--- src/rtl/snake_pkg.sv ---
// Shared direction encoding, dir_req bit layout and press-classifier state type
// for the snake direction front end.
package snake_pkg;

  localparam logic [1:0] DIR_UP    = 2'd0;
  localparam logic [1:0] DIR_DOWN  = 2'd1;
  localparam logic [1:0] DIR_LEFT  = 2'd2;
  localparam logic [1:0] DIR_RIGHT = 2'd3;

  // Per-source bit positions inside each 4-bit dir_req slice.
  localparam int BIT_UP       = 0;
  localparam int BIT_DOWN     = 1;
  localparam int BIT_LEFT     = 2;
  localparam int BIT_RIGHT    = 3;
  localparam int BITS_PER_SRC = 4;

  typedef enum logic [1:0] {
    PRESS_IDLE = 2'd0,
    PRESS_HELD = 2'd1,
    PRESS_LONG = 2'd2
  } press_state_e;

  // The encoding pairs opposites as {0,1} and {2,3}.
  function automatic logic [1:0] dir_opposite(input logic [1:0] dir);
    return dir ^ 2'b01;
  endfunction

endpackage

--- src/rtl/press_classifier.sv ---
// Short/long press classifier for one synchronised direction level.
// state      | meaning
// PRESS_IDLE | not held
// PRESS_HELD | held, remain counts down tick_en samples to the long threshold
// PRESS_LONG | long press already reported, waiting for release
module press_classifier
  import snake_pkg::*;
#(
  parameter int LONG_TICKS = 50
) (
  input  logic clk,
  input  logic rst_n,
  input  logic clear,
  input  logic held,
  input  logic tick_en,
  output logic short_p,
  output logic long_p
);

  localparam int CNT_W = $clog2(LONG_TICKS + 1);

  press_state_e     state;
  logic [CNT_W-1:0] remain;

  // Decoded from state so a short release turn lands on the 3rd edge after release.
  assign short_p = (state == PRESS_HELD) && !held;

  always_ff @(posedge clk or negedge rst_n) begin
    if (!rst_n) begin
      state  <= PRESS_IDLE;
      remain <= '0;
      long_p <= 1'b0;
    end else if (clear) begin
      state  <= PRESS_IDLE;
      remain <= '0;
      long_p <= 1'b0;
    end else begin
      long_p <= 1'b0;
      case (state)
        PRESS_IDLE: begin
          if (held) begin
            state  <= PRESS_HELD;
            remain <= CNT_W'(LONG_TICKS);
          end
        end
        PRESS_HELD: begin
          if (!held) begin
            state <= PRESS_IDLE;
          end else if (tick_en) begin
            if (remain == CNT_W'(1)) begin
              state  <= PRESS_LONG;
              long_p <= 1'b1;
            end
            remain <= remain - CNT_W'(1);
          end
        end
        PRESS_LONG: begin
          if (!held) state <= PRESS_IDLE;
        end
        default: state <= PRESS_IDLE;
      endcase
    end
  end

endmodule

--- src/rtl/dir_input_arbiter.sv ---
// Merges direction sources, classifies presses, filters illegal turns and
// queues pending turns until the next snake move tick.
module dir_input_arbiter
  import snake_pkg::*;
#(
  parameter int         NUM_SRC       = 4,
  parameter int         QUEUE_DEPTH   = 4,
  parameter int         LONG_TICKS    = 50,
  parameter int         UD_SHORT_ONLY = 1,
  parameter logic [1:0] RESET_DIR     = DIR_RIGHT
) (
  input  logic                               clk,
  input  logic                               rst_n,
  input  logic                               clear,
  input  logic [4*NUM_SRC-1:0]               dir_req,
  input  logic                               tick_en,
  input  logic                               move_tick,
  output logic [1:0]                         dir_state,
  output logic [$clog2(QUEUE_DEPTH+1)-1:0]   queue_count,
  output logic                               long_up,
  output logic                               long_down,
  output logic                               overflow
);

  localparam int PTR_W = $clog2(QUEUE_DEPTH);
  localparam int CNT_W = $clog2(QUEUE_DEPTH + 1);

  logic [3:0]       merged, sync1, sync2, prev, rise, turn_ev;
  logic [3:0]       short_p, long_p;
  logic             unused_press;
  logic [1:0]       fifo [QUEUE_DEPTH];
  logic [PTR_W-1:0] wr_ptr, rd_ptr;
  logic [1:0]       cand, ref_dir;
  logic             cand_valid, legal, full, pop, push, drop;

  always_comb begin
    merged = '0;
    for (int s = 0; s < NUM_SRC; s++) merged |= dir_req[BITS_PER_SRC*s +: BITS_PER_SRC];
  end

  always_ff @(posedge clk or negedge rst_n) begin
    if (!rst_n) begin
      sync1 <= '0;
      sync2 <= '0;
      prev  <= '0;
    end else if (clear) begin
      sync1 <= '0;
      sync2 <= '0;
      prev  <= '0;
    end else begin
      sync1 <= merged;
      sync2 <= sync1;
      prev  <= sync2;
    end
  end

  assign rise = sync2 & ~prev;

  for (genvar i = 0; i < 4; i++) begin : g_press
    press_classifier #(.LONG_TICKS(LONG_TICKS)) u_press (
      .clk     (clk),
      .rst_n   (rst_n),
      .clear   (clear),
      .held    (sync2[i]),
      .tick_en (tick_en),
      .short_p (short_p[i]),
      .long_p  (long_p[i])
    );
  end

  // Left/right long pulses and (in edge mode) up/down short pulses have no consumer.
  assign unused_press = ^{short_p, long_p};
  assign long_up      = long_p[BIT_UP];
  assign long_down    = long_p[BIT_DOWN];

  assign turn_ev[BIT_UP]    = (UD_SHORT_ONLY != 0) ? short_p[BIT_UP]   : rise[BIT_UP];
  assign turn_ev[BIT_DOWN]  = (UD_SHORT_ONLY != 0) ? short_p[BIT_DOWN] : rise[BIT_DOWN];
  assign turn_ev[BIT_LEFT]  = rise[BIT_LEFT];
  assign turn_ev[BIT_RIGHT] = rise[BIT_RIGHT];

  always_comb begin
    cand_valid = 1'b1;
    cand       = DIR_UP;
    if      (turn_ev[BIT_UP])    cand = DIR_UP;
    else if (turn_ev[BIT_DOWN])  cand = DIR_DOWN;
    else if (turn_ev[BIT_LEFT])  cand = DIR_LEFT;
    else if (turn_ev[BIT_RIGHT]) cand = DIR_RIGHT;
    else                         cand_valid = 1'b0;
  end

  assign ref_dir = (queue_count != '0) ? fifo[wr_ptr - PTR_W'(1)] : dir_state;
  assign legal   = cand_valid && (cand != ref_dir) && (cand != dir_opposite(ref_dir));
  assign full    = (queue_count == CNT_W'(QUEUE_DEPTH));
  assign pop     = move_tick && (queue_count != '0);
  assign push    = legal && (!full || pop);
  assign drop    = legal && full && !pop;

  always_ff @(posedge clk) begin
    if (push && !clear) fifo[wr_ptr] <= cand;
  end

  always_ff @(posedge clk or negedge rst_n) begin
    if (!rst_n) begin
      dir_state   <= RESET_DIR;
      wr_ptr      <= '0;
      rd_ptr      <= '0;
      queue_count <= '0;
      overflow    <= 1'b0;
    end else if (clear) begin
      dir_state   <= RESET_DIR;
      wr_ptr      <= '0;
      rd_ptr      <= '0;
      queue_count <= '0;
      overflow    <= 1'b0;
    end else begin
      if (push) wr_ptr <= wr_ptr + PTR_W'(1);
      if (pop) begin
        rd_ptr    <= rd_ptr + PTR_W'(1);
        dir_state <= fifo[rd_ptr];
      end
      if (push && !pop)      queue_count <= queue_count + CNT_W'(1);
      else if (pop && !push) queue_count <= queue_count - CNT_W'(1);
      if (drop) overflow <= 1'b1;
    end
  end

endmodule

--- config.mk ---
export PLATFORM = sky130hd
export DESIGN_NAME = dir_input_arbiter
export DESIGN_NICKNAME = d
export VERILOG_FILES = /design/src/rtl/snake_pkg.sv /design/src/rtl/press_classifier.sv /design/src/rtl/dir_input_arbiter.sv
export SDC_FILE = /design/constraint.sdc
export NUM_CORES = 1
export LEC_CHECK = 0
export ABC_AREA = 1
export CORE_UTILIZATION = 62
export CTS_BUF_LIST = sky130_fd_sc_hd__clkbuf_2 sky130_fd_sc_hd__clkbuf_4 sky130_fd_sc_hd__clkbuf_8
export CTS_CLUSTER_DIAMETER = 50
export CTS_CLUSTER_SIZE = 20
export DETAILED_ROUTE_END_ITERATION = 12
export PLACE_DENSITY = 0.87
export SETUP_SLACK_MARGIN = 0.15
export SLEW_MARGIN = 20
export SYNTH_ARGS = -nofsm -noshare
export SYNTH_HDL_FRONTEND = slang
export SYNTH_SLANG_ARGS = --single-unit
--- constraint.sdc ---
create_clock -name clk -period 3.6 [get_ports clk]
set_clock_uncertainty 0.05 [all_clocks]
set_input_delay 0.54 -clock clk [delete_from_list [all_inputs] [get_ports clk]]
set_output_delay 0.54 -clock clk [all_outputs]
set_load 0.02 [all_outputs]
==> impl_metrics.yaml, run 1 <==
worst_setup_path:
  critPathLaunchType: "flip-flop"
  crit_arrival_ns: 2.48
  cp_max_fo: 7
  path_class: "reg -> reg"
  reg2reg_depth: 12
  required_ns: 3.75
  crit_path_end_kind: "flip-flop"
grt:
  antenna_found_initial: 0
  grt_start_max_net_pins: 39
  grt_pass1_vias: 2082
  grt_usage_pct: 27.7
  grt.overflow.total: 0
  grt_pass1_wl_um: 8690
synth:
  avgSynthCellArea_um2: 8.66
  ys_types: 36
  syn_area_um2: 2400
  yosysSeqAreaShare_pct: 49.8
  synth_edf_count: 8
  synth.net_count: 307
  netlist_instances: 277
  yosys_warnings: 0
  synth_top_flop_cell: "dfrtp_1"
  async_reset_ff_share_pct: 82.6
  synth-seq-cells: 46
timing:
  final_period_minus_worst_setup_slack_ns: 2.34
  drv_slew: 0
  final-hold-violation-count: 0
  worstMarginPinSlew_ns: 0.832
  relSlewSlack_pct: 44.5
  final.setup.worst_slack_ns: 1.26
  fin_tns_setup_ns: 0
  rsz0062_at_grt: "false"
  holdWs_ns: 0.278
  setup_viol: 0
  post-route-period-util_pct: 64.9
  max_freq_mhz: 428
placed_design:
  gp_congestion: 0.853
  dpl_cell_area_um2: 2730
  dpl.hpwl_um: 3580
  numPortBuffers: 28
  pre_cts_ws_ns: 1.30
pwr:
  leakage_nw: 1.31
  ir_drop_mv: 0.354
  p_per_area_nw_per_um2: 602
drt:
  viasPerCell: 5.56
  drtIter0Drc: 178
  drt_wl_total_um: 4910
  drc: 0
  post_drt_wl_per_cell_um: 13.6
  antenna_left: 0
  route.vias.total: 2000
  dr.pass1.iters: 4
floorplanning:
  dieWidth_um: 64.2
  core_area_um2: 3690
  ios: 29
  fp.dieH_um: 64.2
  rows: 22
  initial_utilization_pct: 65.0
  die_area_um2: 4120
clock_tree:
  numCtsBuffers: 5
  cts_buffer_depth: 2
  ctsHtreeMaxLevel: 2
  clk-insertion-delay-late_ns: 0.30
  post_cts_resized: 0
  cts.sinks: 46
  clockRootBuffer: "clkbuf_8"
  tritoncts: "done"
  cts_setup_buffers: 0
  path_clk_slew_ns: 0.08
  cts_hold_buf: 0
run_status:
  status: "complete, no violations"
run:
  cap_violations: 0
final_layout:
  area_delta_synth_final_pct: 17.5
  fin_util_pct: 76.4
  drive_gt1_share_pct: 11.2
  design_area_um2: 2820
  antennaDiodeCount: 0
  final_cell_mix: "inv_1, nand2_1, nor2_1, dfrtp_1, clkdlybuf4s50_1"
  mostFrequentLayoutCell: "inv_1"
  fin_nets: 341
  nFillCells: 267
min_path:
  worstHoldPathType: "in -> async"
## metal layers
metal | routed length (um) | up-vias | track usage [%] | part of all wire, %
li1 | - | 968 | - | -
met1 | 2100 | 965 | 32.6 | 43
met2 | 2540 | 57 | 48.7 | 52
met3 | 199 | 10 | 6.61 | 4.1
met4 | 75 | 0 | 11.1 | 1.5
met5 | 0 | - | 0 | 0
## synth_stat cells (all sizes together), types with 2 or more instances
library cell  count  area [um2]
inv              53         199
nand2            44         190
nor2             40         155
dfrtp            36         901
nand3            23         160
o21ai            18        93.8
a21oi            11        58.8
edfxtp            8         240
ha                8         100
nor3              8        45.0
nor4              5        31.3
o22ai             5        31.3
a31oi             3        18.8
nand4             3        33.8
buf               2        8.75
dfstp             2        52.6
## layout make-up
cell class | instances | area, um2 | area share, %
repair buffers | 29 | 283 | 10.0
inverters | 53 | 199 | 7.06
clock inverters | 2 | 8.76 | 0.311
clock buffers | 6 | 76.3 | 2.71
well taps | 48 | 60.1 | 2.13
flip-flops and latches | 46 | 1190 | 42.4
multi-input cells | 176 | 997 | 35.4
## sequential cells by signal, indices dropped and copies added (netlist names)
register                cells
dir_state                   2
overflow                    1
g_press.u_press.state       4
prev                        2
sync1                       4
sync2                       4
wr_ptr                      2
fifo                        8
rd_ptr                      2
g_press.u_press.long_p      2
queue_count                 3
g_press.u_press.remain     12
## kinds of logic (layout without fill, tap and decap cells)
family	Yosys count	in the layout	synth area share, %
compound gates	42	42	10.2
xor+xnor	1	1	0.365
simple gates	124	124	26.0
buf+inv	55	90	8.66
fa+ha+maj	9	9	5.01
flops	46	46	49.8
## worst max-delay path, stage by stage, from the launching register on
cell and delay [ns]:
dfrtp_1 0.51, inv_2 0.11, ha_1 0.34, inv_1 0.10, nand3_2 0.10, nand3_4 0.10, nand3_4 0.11, nand4_4 0.14
inv_1 0.07, fa_1 0.47, inv_1 0.04, nand2_1 0.05, nand2_1 0.04
## power by group
part	switching, W	leakage (nW)	internal, W
sequential	0.0000721	0.567	0.000619
combinational	0.000442	0.694	0.000254
clock	0.000168	0.0460	0.000141
total	0.000682	1.31	0.00101
## worst paths after layout
check / to / start / slack [ns]
setup / recovery: queue_count[1] / wr_ptr[0] / 1.26
hold / removal: g_press[0].u_press.remain[4] / rst_n / 0.28
setup reg to reg: queue_count[1] / wr_ptr[0] / 1.26
hold reg to reg: sync2[3] / sync1[3] / 0.42
max in group asynchronous: g_press[1].u_press.remain[2] / rst_n / 2.69
min in group clk: sync2[3] / sync1[3] / 0.42
## metrics by stage
step	power, W	std cells
after floorplan	0.00120	277
after global placement	0.00134	352
after detailed placement	0.00139	352
after CTS	0.00169	360
after global routing	0.00182	360
final	0.00170	360
(Power assumes the default switching activity.)
==> inputs of run 2 (changes only) <==
--- a/config.mk
+++ b/config.mk
@@ -6,12 +6,12 @@
 export NUM_CORES = 1
 export LEC_CHECK = 0
 export ABC_AREA = 1
-export CORE_UTILIZATION = 62
+export CORE_UTILIZATION = 57
 export CTS_BUF_LIST = sky130_fd_sc_hd__clkbuf_2 sky130_fd_sc_hd__clkbuf_4 sky130_fd_sc_hd__clkbuf_8
 export CTS_CLUSTER_DIAMETER = 50
 export CTS_CLUSTER_SIZE = 20
 export DETAILED_ROUTE_END_ITERATION = 12
-export PLACE_DENSITY = 0.87
+export PLACE_DENSITY = 0.81
 export SETUP_SLACK_MARGIN = 0.15
 export SLEW_MARGIN = 20
 export SYNTH_ARGS = -nofsm -noshare
==> constraint.sdc (replaced) <==
create_clock -name clk -period 2.2 [get_ports clk]
set_clock_uncertainty 0.05 [all_clocks]
set_input_delay 0.33 -clock clk [delete_from_list [all_inputs] [get_ports clk]]
set_output_delay 0.33 -clock clk [all_outputs]
set_load 0.02 [all_outputs]
==> impl_metrics.yaml, run 2 (synthesis gave the netlist of run 1 again) <==
run_status:
  status: "complete, no violations"
timing:
  relSlewSlack_pct: 44.9
  max_freq_mhz: 490
  worstMarginPinSlew_ns: 0.827
  drv_slew: 0
  final_period_minus_worst_setup_slack_ns: 2.04
  rsz0062_at_grt: "true"
  final-hold-violation-count: 0
  post-route-period-util_pct: 92.8
  setup_viol: 0
  final.setup.worst_slack_ns: 0.159
  fin_tns_setup_ns: 0
worst_setup_path:
  critPathSlowestCell: "fa_2"
  path_class: "reg -> reg"
  critPathLaunchType: "flip-flop"
  path_cells: "inv_2 > ha_4 > inv_2 > nand3_2 > nand3_4 > nand2_4 > nand2_4 > nand4_4 > inv_2 > fa_2 > inv_1 > nand2_1 > nand2_1"
  cp_num_buf_inv: 4
  crit_arrival_ns: 2.18
  r2r_slack_ns: 0.16
  cp_max_fo: 3
  max_stage_delay_ns: 0.51
  crit_family: "adder cells"
  crit_path_end_kind: "flip-flop"
  required_ns: 2.34
  cpMostUsedCell: "inv_2"
drt:
  dr.pass1.iters: 4
  drc: 0
  drtIter0Drc: 184
  route.vias.total: 2022
  post_drt_wl_per_cell_um: 13.6
  drt_wl_total_um: 5080
  viasPerCell: 5.41
  antenna_left: 0
pwr:
  ir_drop_mv: 0.595
  pwr-share-clk_pct: 20.7
  seqPwrFrac_pct: 35.7
  leakage_nw: 1.37
  internal-power_w: 0.00194
  total_power_w: 0.00311
  pwr-share-comb_pct: 43.7
  netSwitchingPower_w: 0.00117
  netSwitchingFraction_pct: 37.7
  p_per_area_nw_per_um2: 1050
clock_tree:
  cts.sinks: 46
  numCtsBuffers: 5
  path_clk_slew_ns: 0.09
  cts_hold_buf: 0
  cts_buffer_depth: 2
  clk-insertion-delay-late_ns: 0.30
  ctsHtreeMaxLevel: 2
  tritoncts: "done"
  clockRootBuffer: "clkbuf_8"
final_layout:
  antennaDiodeCount: 0
  largest_reg_flops: 12
  design_area_um2: 2950
  mostFrequentLayoutCell: "inv_1"
  fin_nets: 353
  final_cell_mix: "inv_1, nand2_1, nor2_1, dfrtp_1, clkdlybuf4s50_1"
  area_delta_synth_final_pct: 23.2
  final_cells: 374
  largest_registers: "g_press.u_press.remain (12), fifo (8)"
  largest-register: "g_press.u_press.remain"
  drive_gt1_share_pct: 16.4
placed_design:
  pre_cts_ws_ns: 0.0777
  dp.cells: 359
  dpl.hpwl_um: 3610
  dpl_cell_area_um2: 2790
  gp_congestion: 0.857
  numPortBuffers: 28
grt:
  antenna_found_initial: 0
  grt_start_max_net_pins: 39
  grt_usage_pct: 25.3
  grt_pass1_vias: 1960
  grt_pass1_wl_um: 8310
  grt.overflow.total: 0
floorplanning:
  die_area_um2: 4470
  rows: 23
  core_area_um2: 4030
  ios: 29
  initial_utilization_pct: 59.5
  dieWidth_um: 66.9
  fp.dieH_um: 66.9
run:
  cap_violations: 0
min_path:
  worstHoldPathType: "in -> async"
## run 2: final timing paths
kind | from | end | cells after the start
max in group asynchronous | rst_n | prev[3] | 1
setup reg to reg | wr_ptr[1] | queue_count[1] | 13
setup / recovery | wr_ptr[1] | queue_count[1] | 13
hold reg to reg | sync1[2] | sync2[2] | 2
hold / removal | rst_n | wr_ptr[0] | 1
min in group clk | sync1[2] | sync2[2] | 2
## run 2: timing repair
action                                  CTS  global route
gates resized for setup                   1             3
endpoints found under the setup margin    3             2
setup buffers                             2             5
hold endpoints to repair                  0             0
pin swaps                                 0             5
## run 2: area by class of cell
class,count,area [um2]
Multi-Input combinational cell,176,1010
Clock inverter,1,30.0
Timing Repair Buffer,41,373
Tap cell,50,62.6
Fill cell,332,1070
Inverter,53,199
Clock buffer,7,83.8
Sequential cell,46,1190
## run 2: stage by stage
stage	hold slack, ns	utilization (%)
after floorplan	-0.0156	-
after global placement	0.387	69.1
after detailed placement	0.404	69.1
after CTS	0.109	72.3
after global routing	0.162	73.3
final	0.0675	73.3
## run 2: power groups by stage
stage / clock network [W] / logic (W) / registers (W)
floorplan: 0 / 0.000830 / 0.00115
global placement: 0 / 0.00112 / 0.00112
detailed placement: 0 / 0.00118 / 0.00113
CTS: 0.000649 / 0.00122 / 0.00111
global route: 0.000683 / 0.00150 / 0.00112
finish: 0.000643 / 0.00136 / 0.00111
## run 2: metal layers
layer	track usage [%]	wire length (um)	vias to the layer above
met4	11.7	108	0
met1	30.6	2100	945
li1	-	-	990
met5	0	0	-
met2	42.3	2590	74
met3	6.16	274	13
==> variant (config.mk and constraints of run 1) <==
Register the outputs `long_up` and `long_down`; this adds one clock of latency there. The other outputs are not delayed to match.
--- a/src/rtl/dir_input_arbiter.sv
+++ b/src/rtl/dir_input_arbiter.sv
@@ -71,6 +71,8 @@
   // Left/right long pulses and (in edge mode) up/down short pulses have no consumer.
   assign unused_press = ^{short_p, long_p};
-  assign long_up      = long_p[BIT_UP];
-  assign long_down    = long_p[BIT_DOWN];
+  always_ff @(posedge clk) begin
+    long_up   <= long_p[BIT_UP];
+    long_down <= long_p[BIT_DOWN];
+  end
 
   assign turn_ev[BIT_UP]    = (UD_SHORT_ONLY != 0) ? short_p[BIT_UP]   : rise[BIT_UP];
Function: same outputs for any inputs over 4 cycles, from zero or initial values and one cycle with rst_n low; that may be too few to reach the edited logic, so the function may still have changed.
==> variant against run 1 <==
  * Critical endpoint unchanged
  * Synthesized cell count increased by 0.36%
  * Area after synthesis increased by 1.1%
  * Combinational power decreased by 20%
  * Maximum frequency decreased by 2.1%
  * Worst setup slack got worse by 0.051 ns
  * Design area increased by 1.7%
  * Sequential share of layout area increased by 0.68 points
  * Total power decreased by 4.3%
  * Routed wire length decreased by 1.6%
  * Sequential cell count increased by 2
==> variant: results (changes against run 1) <==
outcome:
  status: "completed"
power:
  seq_power_share: 0.414  # +0.007
  switching_share: 0.360  # -0.0424
  ir_worst_vdd_mv: 0.368  # +4.0%
  seq_cell_power_mw: 0.672  # -3%
synth:
  synth_common_cells: "inv_1 (47), nand2_1 (41), nor2_1 (40), dfrtp_1 (36), nand3_1 (17)"
  synthArstFlopShare: 0.792  # -0.0344
  syn_nets: 308  # +0.33%
  synthXorXnorAreaFrac: 0.0108  # +0.00718
  yosys-top-cells-area: "dfrtp_1 (37%), edfxtp_1 (9.9%), inv_1 (7.3%)"
  avgSynthCellArea_um2: 8.72  # +0.73%
  yosysSeqAreaShare: 0.509  # +0.0111
global_routing:
  grt_pass1_vias: 1909  # -8.3%
  use_met1: 0.326  # about the same
  gr-usage-met2: 0.476  # -0.0104
layout:
  nFillCells: 250  # -6.4%
  drive_gt1_frac: 0.0962  # -0.0160
  regArea_um2: 1230  # +3.4%
routing:
  wire_per_inst_um: 13.4  # -1.6%
  met3_length_um: 210  # +5.5%
  dr.first_iter.drc_count: 117  # -34%
  wl_met2_um: 2430  # -4.4%
  vias: 1952  # -2.4%
placement:
  dpl_cell_area_um2: 2760  # +0.82%
  dp_hpwl_um: 3530  # -1.5%
setup_path:
  rrSetupSlack_ns: 1.21  # -0.05 ns
sta:
  layout_setup_ws_ns: 1.21  # -0.0508 ns
## variant: cell types whose count changed after synthesis, sizes merged, moves of 2 or more
cell / before / now
o21ai: 18 / 13
a21oi: 11 / 13
dfxtp: 0 / 2
inv: 53 / 51
nand4: 3 / 5
xor2: 1 / 3
a31oi: 3 / 0
## variant: final cells by class
class	count	share of cell area
Tap cell	48	0.0210
Timing Repair Buffer	29	0.0986
Clock buffer	6	0.0266
Sequential cell	48	0.430
Inverter	52	0.0681
Clock inverter	2	0.0122
Multi-Input combinational cell	175	0.343
## variant: kinds of logic (layout without fill, tap and decap cells)
| kind of cell | after synthesis | count (layout) |
|---|---|---|
| buffers and inverters | 55 | 89 |
| adders and majority gates | 9 | 9 |
| and+or+nand+nor | 126 | 126 |
| DFF | 48 | 48 |
| xor gates and xnor gates | 3 | 3 |
| AOI/OAI and AO/OA | 37 | 37 |
